===== src/rtl/forwarding_unit.sv =====
// Operand-forwarding select generator and load-use stall/bubble control for a 5-stage pipeline.
// Forward codes and bubble flag are registered at the ID->EX edge; stall_id is combinational.
module forwarding_unit #(
   parameter int REG_ADDR_W = 5,
   parameter int CNT_W      = 16
) (
   input  logic                  clk,
   input  logic                  rst,
   input  logic                  id_valid,
   input  logic [REG_ADDR_W-1:0] id_rs1,
   input  logic [REG_ADDR_W-1:0] id_rs2,
   input  logic                  id_rs1_used,
   input  logic                  id_rs2_used,
   input  logic [REG_ADDR_W-1:0] id_rd,
   input  logic                  id_reg_write,
   input  logic                  id_mem_read,
   input  logic                  flush,
   output logic [1:0]            forward_rs1,
   output logic [1:0]            forward_rs2,
   output logic                  stall_id,
   output logic                  bubble_ex,
   output logic [CNT_W-1:0]      stall_count
);

   typedef struct packed {
      logic                  valid;
      logic [REG_ADDR_W-1:0] rd;
      logic                  reg_write;
      logic                  mem_read;
   } stage_t;

   localparam stage_t STAGE_NONE = '0;

   // A WB-stage result reaches EX through the write-first register file, so
   // only the EX and MEM destination records are needed to pick a select code.
   stage_t ex_q;
   stage_t mem_q;
   stage_t id_rec;
   logic   bubble;
   logic   rs1_hazard;
   logic   rs2_hazard;

   function automatic logic produces(input stage_t s, input logic [REG_ADDR_W-1:0] r);
      return s.valid && s.reg_write && (s.rd == r) && (r != '0);
   endfunction

   function automatic logic [1:0] fwd_code(input stage_t ex_s, input stage_t mem_s,
                                           input logic [REG_ADDR_W-1:0] rs, input logic used);
      logic [1:0] code;
      code = 2'b00;
      if (used) begin
         if (produces(ex_s, rs) && !ex_s.mem_read)
            code = 2'b01;
         else if (produces(mem_s, rs))
            code = 2'b10;
      end
      return code;
   endfunction

   always_comb begin
      id_rec.valid     = id_valid;
      id_rec.rd        = id_rd;
      id_rec.reg_write = id_reg_write;
      id_rec.mem_read  = id_mem_read;
      rs1_hazard = id_rs1_used && produces(ex_q, id_rs1);
      rs2_hazard = id_rs2_used && produces(ex_q, id_rs2);
      // flush wins: the dependent in ID is being killed, so holding it is pointless
      stall_id   = id_valid && !flush && ex_q.mem_read && (rs1_hazard || rs2_hazard);
      bubble     = stall_id || flush || !id_valid;
   end

   always_ff @(posedge clk) begin
      if (rst) begin
         ex_q        <= STAGE_NONE;
         mem_q       <= STAGE_NONE;
         forward_rs1 <= 2'b00;
         forward_rs2 <= 2'b00;
         bubble_ex   <= 1'b1;
         stall_count <= '0;
      end else begin
         mem_q     <= flush ? STAGE_NONE : ex_q;
         bubble_ex <= bubble;
         if (bubble) begin
            ex_q        <= STAGE_NONE;
            forward_rs1 <= 2'b00;
            forward_rs2 <= 2'b00;
         end else begin
            ex_q        <= id_rec;
            forward_rs1 <= fwd_code(ex_q, mem_q, id_rs1, id_rs1_used);
            forward_rs2 <= fwd_code(ex_q, mem_q, id_rs2, id_rs2_used);
         end
         if (stall_id && (stall_count != '1))
            stall_count <= stall_count + CNT_W'(1);
      end
   end

endmodule

===== config.mk =====
export PLATFORM = sky130hd
export DESIGN_NAME = forwarding_unit
export DESIGN_NICKNAME = d
export VERILOG_FILES = /design/src/rtl/forwarding_unit.sv
export SDC_FILE = /design/constraint.sdc
export NUM_CORES = 1
export LEC_CHECK = 0
export BUFFER_PORTS_ARGS = -buffer_cell sky130_fd_sc_hd__buf_2
export CAP_MARGIN = 20
export CORE_ASPECT_RATIO = 2
export CORE_MARGIN = 3
export CORE_UTILIZATION = 35
export DETAILED_ROUTE_END_ITERATION = 10
export GPL_ROUTABILITY_DRIVEN = 0
export MAX_ROUTING_LAYER = met4
export SLEW_MARGIN = 20
export SYNTH_ARGS = -nofsm -noshare
export SYNTH_HDL_FRONTEND = slang
export SYNTH_SLANG_ARGS = --single-unit

===== constraint.sdc =====
create_clock -name clk -period 2.5 [get_ports clk]
set_input_delay 0.125 -clock clk [delete_from_list [all_inputs] [get_ports clk]]
set_output_delay 0.125 -clock clk [all_outputs]
set_load 0.02 [all_outputs]

Word-level counts from Yosys, hierarchy flattened
Cells that the tools add are included.
Widths: inputs -> output; s select.
Operators by class
  multiply operators: 0
  bitwise gates (word level): 2
  muxes and demuxes: 4
  div/mod/pow operators: 0
  add/subtract/negate cells: 1
  equal/unequal tests: 5
  reductions and logical operators: 32
  $lt $le $gt $ge: 0
  shift-type cells: 0
Operators by type and width (number)
  $eq 5x5->1: 4
  $logic_and 1x1->1: 18
  $add 16x1->16 const B: 1
  $ne 16x16->1 const B: 1
  $reduce_bool 5->1: 2
  $reduce_or 4->1: 2
  $reduce_or 3->1: 2
  $mux 2: 2
  $reduce_or 2->1: 2
  $logic_not 1->1: 3
  $logic_or 1x1->1: 3
  $mux 1: 2
  $not 1->1: 2
Word-level totals
  input bits: 23
  memory bits (read-only): 0
  memories kept: 0
  memory bits (writable): 0
  bits in latches: 0
  register bits after elaboration: 36

Depth between registers and ports, before layout
Gate-level depths: netlist of run 1.
  depth after elaboration: 9
  gate-level depth with buffers: 8
  mapped depth without buffers: 7

Worst setup path before layout of run 1
Ideal clock, no wire load.
  path kind: register to register
  start point: reg stall_count[0]
  end point: reg stall_count[2]
  path slack: 0.526 ns
  setup time: 0.121 ns
  stages on the path, launching flop included: 9
  arrival time: 1.853 ns
  period minus slack after synthesis: 1.974 ns
  path through: dfxtp_1 ha_1 nand3_1 nor4_1 or4_1 o31a_1 buf_6 nor2_1 mux2_2
Between the ends
  cells in the longest elaborated chain, start to end: 2
RTL lines
  start, declared: RTL line 22  | output logic [CNT_W-1:0] stall_count
  start signal, assigned: RTL line 93  | stall_count <= stall_count + CNT_W'(1);
  branches (longest 2 deep; another with $add 16x1->16)
Several ways; the timed one is not identified.
A chain may end at the register's enable or synchronous reset.

Worst setup path in the final report of run 1
  start point: reg ex_q[3] (netlist name)
  end point: reg stall_count[7]
Between the ends
  cells in the longest elaborated chain, start to end: 7
RTL lines
  start, declared: RTL line 36  | stage_t ex_q;
  start signal, assigned: RTL line 88  | ex_q <= id_rec;
  $eq 5x5->1: RTL line 44  | return s.valid && s.reg_write && (s.rd == r) && (r != '0);
  $logic_and 1x1->1 (2 in a row): RTL line 44
  $logic_and 1x1->1, on equally long branches: RTL line 65, 66
  $logic_or 1x1->1 *: RTL line 68  | stall_id = id_valid && !flush && ex_q.mem_read && (rs1_hazard || rs2_hazard);
  $logic_and 1x1->1 *: RTL line 68
  $logic_and 1x1->1 *: RTL line 92  | if (stall_id && (stall_count != '1))
Every way passes the cells marked *; elsewhere a longest branch is shown, timed or not.

==> impl_metrics.csv, run 1 <==
group,metric,value,unit
critical_path,r2r_cells,6,
cts,cts_tree,"done",
synthesis,synth-xor-area-share,9.70,%
sta,period_minus_slack,2.21,ns
sta,rsz0062_at_grt,"false",
routing,drt_first_pass_iters,4,
floorplan,dieArea,0.00583,sq mm
power,ir_drop,0.000559,V
cts,clk_path_buf_depth,2,
cts,clkTransAtPathRegs,0.07,ns
placed_design,io_buffers,44,
flow_run,maxCapViolCount,0,
sta,fmax,452,MHz
critical_path,worstSetupStartpointType,"flip-flop",
synthesis,syn_inst,193,
synthesis,synth_top_family_by_area,"simple AND/OR/NAND/NOR gates",
global_routing,groute.usage.overall,15.5,%
sta,slew-limit-headroom,59.9,%
synthesis,ys_types,31,
layout,drive_above_1_share,24.0,%
synthesis,synth_top_flop_cell,"dfxtp_1",
routing,routedWlPerCell,14.0,um
cts,cts_buffers,5,
sta,hold_slack,0.0315,ns
sta,worst_slew_pin_slew,0.595,ns
synthesis,yosysSeqAreaShare,42.0,%
routing,wl_met1,1440,um
synthesis,async_reset_ff_share,0,%
cts,cts_sinks,36,
global_routing,grt-ovfl-total,0,
status,status,"completed",
cts,root_buffer,"clkbuf_8",
floorplan,rows,35,
floorplan,ios,45,
cts,cts_hold_buf,0,
routing,ant_nets,0,
sta,finalCritPeriodShare,88.5,%
routing,vias,1579,
floorplan,fp.dieH,105,um
cts,htree_levels,2,
global_routing,antenna_found_initial,0,
cts,post_cts_buffers,0,
synthesis,ys_ff_latch,36,
layout,fillers,476,
power,p_total,1.15,mW
routing,route.met3.wl,212,um
cts,clock_latency,0.29,ns
layout,fin_nets,265,
synthesis,synth_nets,217,
min_path,holdPathStages,2,
power,power.leakage,0.847,nW
sta,finalMaxSlewViolations,0,
global_routing,grt_max_degree,24,
critical_path,endpoint_kind,"flip-flop",
critical_path,cp_max_fo,13,
cts,cts_resized,0,
synthesis,synth_warnings,0,
routing,drt_iter0_markers,43,
layout,synthToLayoutAreaGrowth,22.4,%
synthesis,synth_compound_area_share,8.39,%
routing,via_per_inst,5.32,
critical_path,crit_arrival,2.42,ns
floorplan,die_w,55.5,um
synthesis,synthMuxAreaShare,3.21,%
routing,met2WireLength,2360,um
sta,finClkSkew,0.00209,ns
synthesis,yosys.area_share.simple,33.3,%
min_path,hp-class,"input port to flip-flop",
synthesis,synth_edf_count,0,
sta,hold_viol,0,
synthesis,synth_area,0.00172,sq mm
floorplan,core-area,0.00469,sq mm
sta,setup_violations,0,
layout,ff_latch_area,721,sq um
floorplan,start_util,36.6,%
power,pwr_density_cell,550,mW/mm^2
routing,wirelength,4160,um
routing,drc,0,
sta,setup_tns,0,ns
routing,routed.top_layer,"met4",
synthesis,syn_avg_cell_area,8.89,sq um
layout,multi_input_comb_area,948,sq um
layout,diodes,0,
global_routing,grt_pass1_wl,7020,um
critical_path,cp.required,2.71,ns
global_routing,grt_pass1_vias,1540,
placed_design,hpwl,3260,um
critical_path,critPathKind,"flip-flop to flip-flop",
synthesis,synth_adder_area_share,0.729,%
-- layout make-up --
class / instances / area share (%)
well taps: 55 / 3.28
inverters: 3 / 0.536
clock inverters: 2 / 1.67
clock buffers: 6 / 3.46
repair buffers: 47 / 11.6
flip-flops and latches: 36 / 34.3
multi-input cells: 148 / 45.2
-- Yosys cell counts, types with 2 or more instances --
cell type / n / area [sq um]
dfxtp_1: 36 / 721
and2_1: 18 / 113
xnor2_1: 15 / 131
nor2_1: 12 / 45.0
a21oi_1: 11 / 55.1
nand4_1: 11 / 68.8
nand3_1: 10 / 50.1
or4_1: 9 / 67.6
nand2_1: 8 / 30.0
or3_1: 8 / 50.1
o21ai_0: 7 / 35.0
and3_1: 6 / 37.5
nor4_1: 6 / 37.5
nor2b_1: 5 / 31.3
o31ai_1: 5 / 37.5
xor2_1: 4 / 35.0
inv_1: 3 / 11.3
mux2_2: 3 / 33.8
nor3_1: 3 / 15.0
clkbuf_1: 2 / 7.51
-- state kept, by name, indices dropped and copies added (netlist names) --
name         cells
stall_count     16
ex_q             8
forward_rs1      2
bubble_ex        1
forward_rs2      2
mem_q            7
-- worst paths after layout --
kind	slack [ns]	startpoint	end
max	0.29	ex_q[3]$_SDFF_PP0_	stall_count[7]$_SDFFE_PP0P_
min	0.03	id_rd[0]	ex_q[2]$_SDFF_PP0_
max reg2reg	0.29	ex_q[3]$_SDFF_PP0_	stall_count[7]$_SDFFE_PP0P_
min reg2reg	0.49	ex_q[7]$_SDFF_PP0_	mem_q[7]$_SDFF_PP0_
-- metal layers --
metal	global-route usage, %	vias to the layer above
met3	3.21	12
met4	8.17	0
li1	-	793
met5	-	-
met2	28.6	47
met1	14.7	727
-- worst max-delay path, cell delays in order, from the launching register on --
cell	delay, ns
dfxtp_1	0.38
xnor2_1	0.13
nand4_1	0.21
or4_1	0.55
o31a_1	0.25
or4_1	0.44
a21oi_1	0.17
-- cells in the final DEF (no fill, tap or decap), types with 3 or more instances in the layout --
cell type / synthesis / final
buf_2: 1 / 44
dfxtp_1: 36 / 36
and2_1: 18 / 18
xnor2_1: 15 / 15
nor2_1: 12 / 12
a21oi_1: 11 / 11
nand4_1: 11 / 11
nand3_1: 10 / 10
or4_1: 9 / 9
nand2_1: 8 / 8
or3_1: 8 / 8
o21ai_0: 7 / 7
and3_1: 6 / 6
nor4_1: 6 / 6
o31ai_1: 5 / 5
nor2b_1: 5 / 5
clkbuf_8: 0 / 5
xor2_1: 4 / 4
inv_1: 3 / 3
mux2_2: 3 / 3
nor3_1: 3 / 3
buf_4: 1 / 3
-- power by group --
group	switching (mW)	internal [mW]
combinational	0.0372	0.0338
sequential	0.00459	0.579
clock	0.204	0.296
-- cell families (layout without fill, tap and decap cells) --
group,count (synthesis),after routing
flops,36,36
compound gates,25,25
xor+xnor,19,19
mux,5,5
buf+inv,9,58
simple gates,98,98
fa+ha+maj,1,1
-- stage by stage --
stage / util [%] / worst slack [ns] / cells / area, sq um
after detailed placement: 42.5 / 0.331 / 289 / 1990
after CTS: 44.8 / 0.265 / 297 / 2100
after floorplan: - / 0.526 / 193 / 1720
after global placement: 42.5 / 0.347 / 289 / 1990
after global routing: 44.8 / 0.173 / 297 / 2100
final: 44.8 / 0.289 / 297 / 2100
(Power assumes the default switching activity.)
==> inputs of run 2 (changes only) <==
--- a/config.mk
+++ b/config.mk
@@ -7,12 +7,13 @@
 export LEC_CHECK = 0
 export BUFFER_PORTS_ARGS = -buffer_cell sky130_fd_sc_hd__buf_2
 export CAP_MARGIN = 20
-export CORE_ASPECT_RATIO = 2
+export CORE_ASPECT_RATIO = 1.1
 export CORE_MARGIN = 3
 export CORE_UTILIZATION = 35
 export DETAILED_ROUTE_END_ITERATION = 10
 export GPL_ROUTABILITY_DRIVEN = 0
 export MAX_ROUTING_LAYER = met4
+export SKIP_CTS_REPAIR_TIMING = 1
 export SLEW_MARGIN = 20
 export SYNTH_ARGS = -nofsm -noshare
 export SYNTH_HDL_FRONTEND = slang
==> run 2 against run 1 <==
Against the previous run: sequential cell count is the same; clock skew barely moved; first-iteration DRC count rose by 130%; combinational power fell by 4.4%; maximum frequency increased by 0.19%; global-route usage shrank 1.2 points; die area fell by 0.86%; highest routed layer unchanged.
==> impl_metrics.csv, run 2 (synthesized netlist as in run 1, its figures left out) <==
group,metric,value,unit
global_routing,groute.usage.overall,14.4,%
routing,ant_nets,0,
global_routing,antenna_found_initial,0,
power,pwr-share-clk,39.5,%
sta,fmax,453,MHz
power,power_switching,0.267,mW
routing,via_per_inst,5.07,
routing,drc,0,
layout,layout_commonest_cell,"buf_2",
critical_path,worstSetupStartpointType,"flip-flop",
global_routing,busiest_layer,"met2",
sta,worst_slew_pin_slew,0.595,ns
critical_path,cpLargestDelayFamily,"simple AND/OR/NAND/NOR gates",
global_routing,use_met2,23.6,%
critical_path,critPathMaxStageDelay,0.47,ns
sta,setup_tns,0,ns
global_routing,grt_pass1_vias,1398,
layout,diodes,0,
floorplan,core-area,0.00468,sq mm
cts,cts_sinks,36,
floorplan,dieArea,0.00578,sq mm
critical_path,cp_max_fo,13,
placed_design,hpwl,2950,um
global_routing,grt-ovfl-total,0,
sta,finalMaxSlewViolations,0,
placed_design,dpl.cell_count,288,
cts,cts_buffers,5,
critical_path,cp.required,2.73,ns
global_routing,use_met1,16.1,%
floorplan,ios,45,
routing,drt_iter0_markers,99,
cts,clock_latency,0.30,ns
global_routing,grt_max_degree,24,
min_path,hp-class,"input port to flip-flop",
power,power.leakage,0.821,nW
critical_path,cp_cell_sequence,"xnor2_1 -> nand3_1 -> or3_1 -> o31a_1 -> or4_1 -> a21oi_1",
floorplan,start_util,36.6,%
sta,slew-limit-headroom,59.9,%
floorplan,die_w,72.8,um
cts,clk_path_buf_depth,2,
flow_run,maxCapViolCount,0,
layout,drive_above_1_share,23.8,%
power,pwr-share-seq,54.2,%
power,combPwrFrac,6.3,%
critical_path,crit_path_start,"ex_q[2]$_SDFF_PP0_",
layout,fin_nets,263,
cts,cts_tree,"done",
power,ir_drop,0.000282,V
sta,rsz0062_at_grt,"false",
layout,top_register,"stall_count",
routing,wirelength,3790,um
layout,synthToLayoutAreaGrowth,20.7,%
global_routing,gr-usage-met3,4.41,%
layout,finalNonFillerCells,296,
critical_path,path_buf_inv,0,
critical_path,r2r-start,"ex_q[2]$_SDFF_PP0_",
power,p_sw_share,24.8,%
cts,clkTransAtPathRegs,0.08,ns
routing,vias,1501,
power,pwr_density_cell,519,mW/mm^2
cts,htree_levels,2,
sta,finClkSkew,0.00230,ns
sta,finalCritPeriodShare,88.3,%
min_path,hold_start,"id_rd[3]",
power,p_int,0.808,mW
critical_path,crit_arrival,2.43,ns
critical_path,critPathKind,"flip-flop to flip-flop",
cts,root_buffer,"clkbuf_8",
floorplan,rows,26,
routing,drt_first_pass_iters,4,
layout,largest_registers,"stall_count (16), ex_q (8), mem_q (7)",
floorplan,fp.dieH,79.4,um
routing,routedWlPerCell,12.8,um
critical_path,cp_slowest_cell,"o31a_1",
sta,hold_viol,0,
global_routing,grt_pass1_wl,6220,um
layout,final_cell_mix,"buf_2, dfxtp_1, and2_1, xnor2_1, nor2_1",
status,status,"completed",
sta,setup_violations,0,
critical_path,endpoint_kind,"flip-flop",
placed_design,io_buffers,44,
layout,largest_reg_flops,16,
sta,period_minus_slack,2.21,ns
run 2: path summary, 6_finish.rpt:
path,endpoint,slack (ns),depth (start not counted)
worst max-delay path,stall_count[7]$_SDFFE_PP0P_,0.29,6
worst min-delay path,ex_q[5]$_SDFF_PP0_,0.02,2
worst max register to register,stall_count[7]$_SDFFE_PP0P_,0.29,6
worst min register to register,mem_q[7]$_SDFF_PP0_,0.49,1
run 2: layout make-up:
cell class	instances	area (sq um)
clock inverter	3	23.8
timing repair buffer	45	228
tap	56	70.1
fill	487	2610
inverter	3	11.3
multi-input combinational	148	948
clock buffer	5	68.8
sequential	36	721
run 2: worst register-to-register path, stage by stage, from the launching register on:
cell,delay (ns)
dfxtp_1,0.39
xnor2_1,0.13
nand3_1,0.10
or3_1,0.44
o31a_1,0.47
or4_1,0.44
a21oi_1,0.16
run 2: metrics by stage:
step | hold WS, ns | instance area (sq um) | setup WS (ns) | util [%] | total power [mW]
final | 0.0193 | 2070 | 0.293 | 44.2 | 1.08
after global routing | 0.0129 | 2070 | 0.102 | 44.2 | 1.12
after CTS | 0.0133 | 2070 | 0.295 | 44.2 | 1.09
after detailed placement | 0.326 | 1980 | 0.308 | 42.2 | 0.665
after global placement | 0.324 | 1980 | 0.332 | 42.2 | 0.664
after floorplan | 0.247 | 1720 | 0.526 | - | 0.631
run 2: layer usage:
metal	share of wire [%]	wire [um]
met2	48	1810
met4	1.6	59
met5	0	0
met3	5.2	198
met1	45	1730
run 2: power by group through the flow:
stage / sequential (mW) / combinational, mW / clock [mW]
final: 0.583 / 0.0679 / 0.424
after global routing: 0.584 / 0.0767 / 0.454
after CTS: 0.583 / 0.0687 / 0.434
after detailed placement: 0.597 / 0.0687 / 0
after global placement: 0.597 / 0.0673 / 0
after floorplan: 0.596 / 0.0349 / 0
